$ cat src/rtl/dispatch_buffer_pkg.sv
// Shared types and default sizing for the dispatch stage.
// DECODED_PACKET is the per-slot bundle exchanged with decode and rename.
package dispatch_buffer_pkg;

    localparam int N_WAY            = 3;
    localparam int SQ_SZ            = 8;
    localparam int MAX_BR_PER_CYCLE = 2;
    localparam int SQ_IDX_W         = $clog2(SQ_SZ);

    typedef struct packed {
        logic [7:0]          tag;
        logic                illegal;
        logic                cond_branch;
        logic                uncond_branch;
        logic                wr_mem;
        logic                rd_mem;
        logic [SQ_IDX_W-1:0] sq_tail;
    } DECODED_PACKET;

endpackage

$ cat src/rtl/dispatch_buffer_if.sv
// Decode-side and dispatch-side bundle of the dispatch buffer.
// The buffer sits on the slave side; decode/rename drive the master side.
interface dispatch_buffer_if
    import dispatch_buffer_pkg::*;
#(
    parameter int N      = N_WAY,
    parameter int D      = 2 * N_WAY,
    parameter int MAX_BR = MAX_BR_PER_CYCLE
);

    localparam int NW = $clog2(N + 1);
    localparam int CW = $clog2(D + 1);
    localparam int BW = $clog2(MAX_BR + 1);

    DECODED_PACKET [N-1:0] in_insts;
    logic [NW-1:0]         in_count;
    logic [NW-1:0]         in_accept;
    logic [CW-1:0]         buf_free;
    logic [NW-1:0]         rob_open;
    logic [NW-1:0]         rs_open;
    logic [NW-1:0]         sq_open;
    logic [BW-1:0]         br_open;
    logic [SQ_IDX_W-1:0]   sq_tail_in;
    DECODED_PACKET [N-1:0] out_insts;
    logic [NW-1:0]         num_dispatch;
    logic [NW-1:0]         num_store_dispatched;
    logic [BW-1:0]         num_branch_dispatched;
    logic                  illegal_halt;

    modport master (
        output in_insts, in_count,
        output rob_open, rs_open, sq_open, br_open, sq_tail_in,
        input  in_accept, buf_free, out_insts,
        input  num_dispatch, num_store_dispatched,
        input  num_branch_dispatched, illegal_halt
    );

    modport slave (
        input  in_insts, in_count,
        input  rob_open, rs_open, sq_open, br_open, sq_tail_in,
        output in_accept, buf_free, out_insts,
        output num_dispatch, num_store_dispatched,
        output num_branch_dispatched, illegal_halt
    );

endinterface

$ cat src/rtl/dispatch_buffer_select.sv
// In-order dispatch selection over the oldest N buffered entries.
// Stops at the first entry blocked by resources, branches, stores or illegal.
module dispatch_buffer_select
    import dispatch_buffer_pkg::*;
#(
    parameter int N      = N_WAY,
    parameter int D      = 2 * N_WAY,
    parameter int MAX_BR = MAX_BR_PER_CYCLE,
    localparam int NW    = $clog2(N + 1),
    localparam int CW    = $clog2(D + 1),
    localparam int BW    = $clog2(MAX_BR + 1)
) (
    input  DECODED_PACKET [N-1:0] window,
    input  logic [CW-1:0]         count,
    input  logic [NW-1:0]         rob_open,
    input  logic [NW-1:0]         rs_open,
    input  logic [NW-1:0]         sq_open,
    input  logic [BW-1:0]         br_open,
    input  logic [SQ_IDX_W-1:0]   sq_tail_in,
    input  logic                  block,
    output DECODED_PACKET [N-1:0] out_insts,
    output logic [NW-1:0]         num_dispatch,
    output logic [NW-1:0]         num_store,
    output logic [BW-1:0]         num_branch,
    output logic                  head_illegal
);

    always_comb begin
        DECODED_PACKET e;
        logic          stop;
        logic          is_br;
        int            st;
        int            br;
        int            nd;
        e            = '0;
        stop         = 1'b0;
        is_br        = 1'b0;
        st           = 0;
        br           = 0;
        nd           = 0;
        out_insts    = '0;
        head_illegal = 1'b0;
        for (int i = 0; i < N; i++) begin
            e     = window[i];
            is_br = e.cond_branch | e.uncond_branch;
            if (!stop) begin
                if (i >= int'(count) || i >= int'(rob_open) ||
                    i >= int'(rs_open)) begin
                    stop = 1'b1;
                end else if (e.illegal) begin
                    stop         = 1'b1;
                    head_illegal = (i == 0);
                end else if (is_br && (br == int'(br_open) ||
                                       br == MAX_BR)) begin
                    stop = 1'b1;
                end else if (e.wr_mem && st == int'(sq_open)) begin
                    stop = 1'b1;
                end else begin
                    out_insts[i] = e;
                    // memory ops carry the SQ slot the next store would take
                    if (e.wr_mem | e.rd_mem) begin
                        out_insts[i].sq_tail =
                            SQ_IDX_W'((int'(sq_tail_in) + st) % SQ_SZ);
                    end
                    st = st + int'(e.wr_mem);
                    br = br + int'(is_br);
                    nd = nd + 1;
                end
            end
        end
        if (block) begin
            out_insts = '0;
            nd        = 0;
            st        = 0;
            br        = 0;
        end
        num_dispatch = NW'(nd);
        num_store    = NW'(st);
        num_branch   = BW'(br);
    end

endmodule

$ cat src/rtl/dispatch_buffer.sv
// Circular buffer between decode and rename with in-order N-wide dispatch.
// Holds undispatched work and freezes behind an illegal head until squash.
module dispatch_buffer
    import dispatch_buffer_pkg::*;
#(
    parameter int N      = N_WAY,
    parameter int D      = 2 * N_WAY,
    parameter int MAX_BR = MAX_BR_PER_CYCLE
) (
    input logic         clock,
    input logic         reset,
    input logic         squash,
    dispatch_buffer_if.slave bus
);

    localparam int PW = (D > 1) ? $clog2(D) : 1;
    localparam int CW = $clog2(D + 1);
    localparam int NW = $clog2(N + 1);

    DECODED_PACKET         entries [D];
    DECODED_PACKET [N-1:0] window;
    logic [PW-1:0]         head;
    logic [PW-1:0]         tail;
    logic [CW-1:0]         count;
    logic                  halt;
    logic [NW-1:0]         accept;
    logic [NW-1:0]         n_disp;
    logic                  head_illegal;
    int                    free_n;
    int                    acc;

    // operands stay below 2*D, so one subtract wraps any depth
    function automatic logic [PW-1:0] wrap(input int v);
        return PW'((v >= D) ? v - D : v);
    endfunction

    always_comb begin
        window = '0;
        for (int i = 0; i < N; i++) begin
            window[i] = entries[wrap(int'(head) + i)];
        end
    end

    always_comb begin
        free_n = D - int'(count);
        acc    = (int'(bus.in_count) < free_n) ?
                 int'(bus.in_count) : free_n;
        if (squash || !reset) acc = 0;
        accept = NW'(acc);
    end

    dispatch_buffer_select #(
        .N      (N),
        .D      (D),
        .MAX_BR (MAX_BR)
    ) u_select (
        .window       (window),
        .count        (count),
        .rob_open     (bus.rob_open),
        .rs_open      (bus.rs_open),
        .sq_open      (bus.sq_open),
        .br_open      (bus.br_open),
        .sq_tail_in   (bus.sq_tail_in),
        .block        (squash | halt | ~reset),
        .out_insts    (bus.out_insts),
        .num_dispatch (n_disp),
        .num_store    (bus.num_store_dispatched),
        .num_branch   (bus.num_branch_dispatched),
        .head_illegal (head_illegal)
    );

    assign bus.in_accept    = accept;
    assign bus.num_dispatch = n_disp;
    assign bus.buf_free     = CW'(D) - count;
    assign bus.illegal_halt = halt;

    always_ff @(posedge clock or negedge reset) begin
        if (!reset) begin
            head  <= '0;
            tail  <= '0;
            count <= '0;
            halt  <= 1'b0;
        end else if (squash) begin
            head  <= '0;
            tail  <= '0;
            count <= '0;
            halt  <= 1'b0;
        end else begin
            head  <= wrap(int'(head) + int'(n_disp));
            tail  <= wrap(int'(tail) + int'(accept));
            count <= count + CW'(accept) - CW'(n_disp);
            if (head_illegal) halt <= 1'b1;
        end
    end

    always_ff @(posedge clock) begin
        for (int k = 0; k < N; k++) begin
            if (k < int'(accept)) begin
                entries[wrap(int'(tail) + k)] <= bus.in_insts[k];
            end
        end
    end

endmodule
$ cat src/flat_wrapper.sv
// flat-port wrapper written by rule: the top's interface ports become plain ports
module dispatch_buffer_flat import dispatch_buffer_pkg::*;
#(
    parameter int N      = N_WAY,
    parameter int D      = 2 * N_WAY,
    parameter int MAX_BR = MAX_BR_PER_CYCLE
)
  (clock, reset, squash, bus_in_insts, bus_in_count, bus_rob_open, bus_rs_open, bus_sq_open, bus_br_open, bus_sq_tail_in, bus_in_accept, bus_buf_free, bus_out_insts, bus_num_dispatch, bus_num_store_dispatched, bus_num_branch_dispatched, bus_illegal_halt);
  dispatch_buffer_if #(.N(N), .D(D), .MAX_BR(MAX_BR)) bus_i ();
  input logic clock;
  input logic reset;
  input logic squash;
  input wire logic [$bits(bus_i.in_insts)-1:0] bus_in_insts;
  input wire logic [$bits(bus_i.in_count)-1:0] bus_in_count;
  input wire logic [$bits(bus_i.rob_open)-1:0] bus_rob_open;
  input wire logic [$bits(bus_i.rs_open)-1:0] bus_rs_open;
  input wire logic [$bits(bus_i.sq_open)-1:0] bus_sq_open;
  input wire logic [$bits(bus_i.br_open)-1:0] bus_br_open;
  input wire logic [$bits(bus_i.sq_tail_in)-1:0] bus_sq_tail_in;
  output wire logic [$bits(bus_i.in_accept)-1:0] bus_in_accept;
  output wire logic [$bits(bus_i.buf_free)-1:0] bus_buf_free;
  output wire logic [$bits(bus_i.out_insts)-1:0] bus_out_insts;
  output wire logic [$bits(bus_i.num_dispatch)-1:0] bus_num_dispatch;
  output wire logic [$bits(bus_i.num_store_dispatched)-1:0] bus_num_store_dispatched;
  output wire logic [$bits(bus_i.num_branch_dispatched)-1:0] bus_num_branch_dispatched;
  output wire logic [$bits(bus_i.illegal_halt)-1:0] bus_illegal_halt;
  assign bus_i.in_insts = bus_in_insts;
  assign bus_i.in_count = bus_in_count;
  assign bus_i.rob_open = bus_rob_open;
  assign bus_i.rs_open = bus_rs_open;
  assign bus_i.sq_open = bus_sq_open;
  assign bus_i.br_open = bus_br_open;
  assign bus_i.sq_tail_in = bus_sq_tail_in;
  assign bus_in_accept = bus_i.in_accept;
  assign bus_buf_free = bus_i.buf_free;
  assign bus_out_insts = bus_i.out_insts;
  assign bus_num_dispatch = bus_i.num_dispatch;
  assign bus_num_store_dispatched = bus_i.num_store_dispatched;
  assign bus_num_branch_dispatched = bus_i.num_branch_dispatched;
  assign bus_illegal_halt = bus_i.illegal_halt;
  dispatch_buffer #(.N(N), .D(D), .MAX_BR(MAX_BR)) u_core (.clock(clock), .reset(reset), .squash(squash), .bus(bus_i));
endmodule
$ cat config.mk
export PLATFORM = sky130hd
export DESIGN_NAME = dispatch_buffer_flat
export DESIGN_NICKNAME = d
export VERILOG_FILES = /design/src/rtl/dispatch_buffer_pkg.sv /design/src/rtl/dispatch_buffer_if.sv /design/src/rtl/dispatch_buffer_select.sv /design/src/rtl/dispatch_buffer.sv /design/src/flat_wrapper.sv
export SDC_FILE = /design/constraint.sdc
export NUM_CORES = 1
export LEC_CHECK = 0
export CAP_MARGIN = 20
export CELL_PAD_IN_SITES_DETAIL_PLACEMENT = 1
export CELL_PAD_IN_SITES_GLOBAL_PLACEMENT = 2
export CORE_MARGIN = 4
export CORE_UTILIZATION = 35
export CTS_BUF_LIST = sky130_fd_sc_hd__clkbuf_16
export CTS_CLUSTER_DIAMETER = 50
export CTS_CLUSTER_SIZE = 8
export DETAILED_ROUTE_END_ITERATION = 10
export GPL_ROUTABILITY_DRIVEN = 1
export MAX_ROUTING_LAYER = met4
export PLACE_DENSITY = 0.78
export SETUP_SLACK_MARGIN = 0.15
export SLEW_MARGIN = 30
export SYNTH_ARGS = -nofsm -noshare
export SYNTH_HDL_FRONTEND = slang
export SYNTH_HIERARCHICAL = 1
export SYNTH_SLANG_ARGS = --single-unit
$ cat constraint.sdc
create_clock -name clock -period 17.59 [get_ports clock]
set_input_delay 1.759 -clock clock [delete_from_list [all_inputs] [get_ports clock]]
set_output_delay 1.759 -clock clock [all_outputs]
set_load 0.1 [all_outputs]
==> summary.txt <==
Outcome
  – Outcome: completed

Synthesis
  – Number of synthesized flops with an enable pin: 96
  – Ys async rst share: a little under a tenth
  – Cell area after synthesis: 9670 sq um
  – Sequential share of the synthesized area: 32.4%
  – Yosys cell types: between 70 and 80
  – Avg Cell Area, Syn: ~12 sq um
  – Yosys warnings: 6
  – Top_reg_cell synth: edfxtp_1
  – Post-synthesis register bit count: 106
  – Mapped Cells: 833

STA
  – Post-route clock period utilization: ~48%
  – Clock Skew: slightly above 10 ps
  – Min Hold Slack: between 500 and 600 ps
  – Tmin final: roughly 8400 ps
  – Setup TNS: 0 ps
  – Hold Fails Final Rpt: 0
  – Max Fclk: around 120 MHz
  – RSZ-0062 raised after global routing: false
  – Slew at the pin closest to its max-slew limit: about 1000 ps
  – Final setup vio count: 0
  – Slew Limit Fails: 0
  – Max_slew headroom: 31.0%

CTS
  – Worst skew pair latency: about 350 ps
  – CTS clock-pin slew for the worst setup and hold paths: 70 ps
  – H-tree lvl count: 3
  – Clk buf depth: 2
  – Post-CTS setup buffer count: 0
  – # resized after CTS: 0
  – CTS Buf Count: 9
  – Clock Tree Root: clkbuf_16
  – Hold_buf cts: 0
  – TritonCTS clock tree: yes
  – Clock Sinks: about 110

Power and ir drop
  – Pwr/cell area: 82.3 nW/um^2
  – Comb pwr share: 41.3%
  – Leak pwr: just over 4 nW
  – Switching Share: roughly 39%
  – Net Sw Power: ~370 uW
  – Power share of the sequential group: 38.7%
  – Clock power share: between 20% and 30%
  – VDD IR-drop max: about 0.05 mV
  – Internal: 582 uW

Hold path
  – Hold worst-path end: u_core/bus.illegal_halt$_DFFE_PN0P_
  – Worst hold start: u_core/bus.illegal_halt$_DFFE_PN0P_
  – Type of the most critical hold path: reg2reg
  – Hold Crit Depth: 2

Drt
  – Drt pass-1 iters: 5
  – Drc violations: 0
  – Post-DRT Antenna Nets: 0
  – Vias/cell: about 5.6
  – Initial detailed-routing violation count: approximately 560
  – Routed WL: around 31000 um
  – Vias: roughly 7300
  – Drt wl/cell: around 24 um

Global route
  – Antenna violations before repair: 0
  – Vias in the first global route: 7584
  – First-pass GRT wire length: roughly 48000 um
  – Gr usage total: 21.0%
  – GRT Residual Overflow: 0
  – Largest net degree at the start of global routing: 40

Floorplan
  – # rows: 60
  – Die height: 174 um
  – Die Wd: between 150 and 200 um
  – Die ar.: 30400 sq um
  – Core Area: around 27000 sq um
  – I/O pins: ~120
  – Initial Utilization: around 36%

Setup path
  – Worst Path Max Fanout: 39
  – Start of the worst register-to-register path: u_core/head[0]$_DFF_PN0_
  – Critical Path Sink Type: output port
  – Reg2reg path depth: 21
  – Crit Path Category: reg2out
  – WP data required: ~16000 ps
  – Setup crit start kind: register
  – R2R setup slack: between 10000 and 15000 ps
  – Crit Reg-Reg Endpoint: u_core/count[2]$_DFF_PN0_
  – Arr. time, crit path: 6680 ps

Flow run
  – MaxCap Viol Count: 0

Finish
  – Antenna cells: 0
  – Final net count: around 1000
  – Share of post-route cells with drive strength above 1: 32.6%
  – Area delta synth->final: 18.9%
  – # fillers: 2931

Placed design
  – PortBufs: 120
  – GP Congestion: about 0.85
  – HPWL after detailed placement: around 23000 um
## layout make-up
cell class,count,area (sq um),share of cell area (%)
tap,372,465,4.05
timing repair buffer,136,1330,11.5
sequential,106,3140,27.3
clock buffer,9,225,1.96
inverter,26,97.6,0.848
multi-input combinational,652,6210,54.0
clock inverter,7,40.0,0.348
## cell usage in the layout (no fill, tap or decap), types with 3 or more instances in the layout
cell | netlist | final
a211oi_1 | 3 | 3
a21oi_1 | 32 | 31
a31oi_1 | 3 | 3
and2_1 | 35 | 35
buf_4 | 6 | 14
clkbuf_16 | 0 | 9
clkdlybuf4s50_1 | 0 | 120
conb_1 | 1 | 3
dfrtp_1 | 10 | 9
edfxtp_1 | 96 | 96
fa_1 | 3 | 3
ha_1 | 29 | 29
inv_1 | 24 | 27
mux2_1 | 4 | 4
mux2_2 | 172 | 172
mux2_4 | 20 | 20
mux2i_1 | 36 | 36
mux4_2 | 48 | 48
nand2_1 | 53 | 53
nand2b_1 | 3 | 3
nand3_1 | 15 | 14
nand4_1 | 6 | 6
nor2_1 | 39 | 38
nor2b_1 | 5 | 5
nor3_1 | 9 | 9
nor3b_1 | 4 | 4
o211ai_1 | 6 | 6
o21a_1 | 4 | 4
o21ai_0 | 46 | 44
xnor2_1 | 9 | 9
xor2_1 | 7 | 7
## how the worst max path moves through the flow
stage,to,slack (ps),start,cells past startpoint
floorplan,bus_num_branch_dispatched[1],9100,u_core/head[0]$_DFF_PN0_,17
global placement,bus_out_insts[32],9130,reset,8
detailed placement,bus_out_insts[32],8980,u_core/head[0]$_DFF_PN0_,17
CTS,bus_out_insts[32],8610,u_core/head[0]$_DFF_PN0_,17
global route,bus_out_insts[32],8760,u_core/head[0]$_DFF_PN0_,17
finish,bus_num_dispatch[1],9150,u_core/head[0]$_DFF_PN0_,16
## critical path, stage by stage (launching register included)
cell	delay, ps
dfrtp_4	800
buf_4	650
mux4_2	580
nand2_1	70
o21ai_0	180
or2_4	320
a2111oi_4	450
nand2_1	180
nor2_1	270
ha_1	300
xor2_1	140
nor2_1	100
mux2_2	290
a221oi_4	400
nand3b_2	130
mux2_4	290
clkdlybuf4s50_1	1150
## sequential cells by signal, summed over array words and instances (netlist names)
signal / count
u_core/entries: 96
u_core/tail: 3
u_core/count: 3
u_core/head: 3
u_core/bus.illegal_halt: 1
## cell families (layout without fill, tap and decap cells)
group           count (synthesis)  after routing  synth area share (%)
simple gates                  192            192                  10.5
fa+ha+maj                      32             32                  4.37
compound gates                129            129                  9.03
xor+xnor                       16             16                  1.45
buf+inv                        77            178                  3.69
flops                         106            106                  32.4
mux                           280            280                  38.5
other cells                     1              3                0.0388
## cell usage after synthesis (10+ instances only)
library cell,instances,area share (%)
nor2_1,39,1.5
dfrtp_1,10,2.6
mux2i_1,36,3.7
clkbuf_1,23,0.89
nand3_1,15,0.78
mux4_2,48,11
and2_1,35,2.3
mux2_2,172,20
mux2_4,20,3.1
o21ai_0,46,2.4
a21oi_1,32,1.7
edfxtp_1,96,30
nand2_1,53,2.1
ha_1,29,3.8
inv_1,24,0.93
## per-layer routing
metal	track usage (%)	part of all wire, %	up-vias
met5	-	0	-
met4	3.07	0.81	0
met3	2.37	4.4	17
met2	31.6	45	205
met1	31.4	50	3741
li1	-	-	3377
## per-stage QoR
stage	instances	util [%]	power, mW	area, sq um	worst slack, ps
floorplan	835	-	0.633	9680	9100
global placement	1290	41.3	0.748	11200	9130
detailed placement	1292	41.4	0.759	11200	8980
CTS	1308	42.4	0.948	11500	8610
global route	1308	42.5	0.996	11500	8760
finish	1308	42.5	0.947	11500	9150
## power by group through the flow
stage / Sequential [mW] / Combinational (mW) / Clock [mW]
floorplan: 0.349 / 0.284 / 0
global placement: 0.369 / 0.379 / 0
detailed placement: 0.371 / 0.388 / 0
CTS: 0.365 / 0.391 / 0.192
global route: 0.370 / 0.423 / 0.202
finish: 0.367 / 0.391 / 0.189
(Power assumes the default switching activity.)
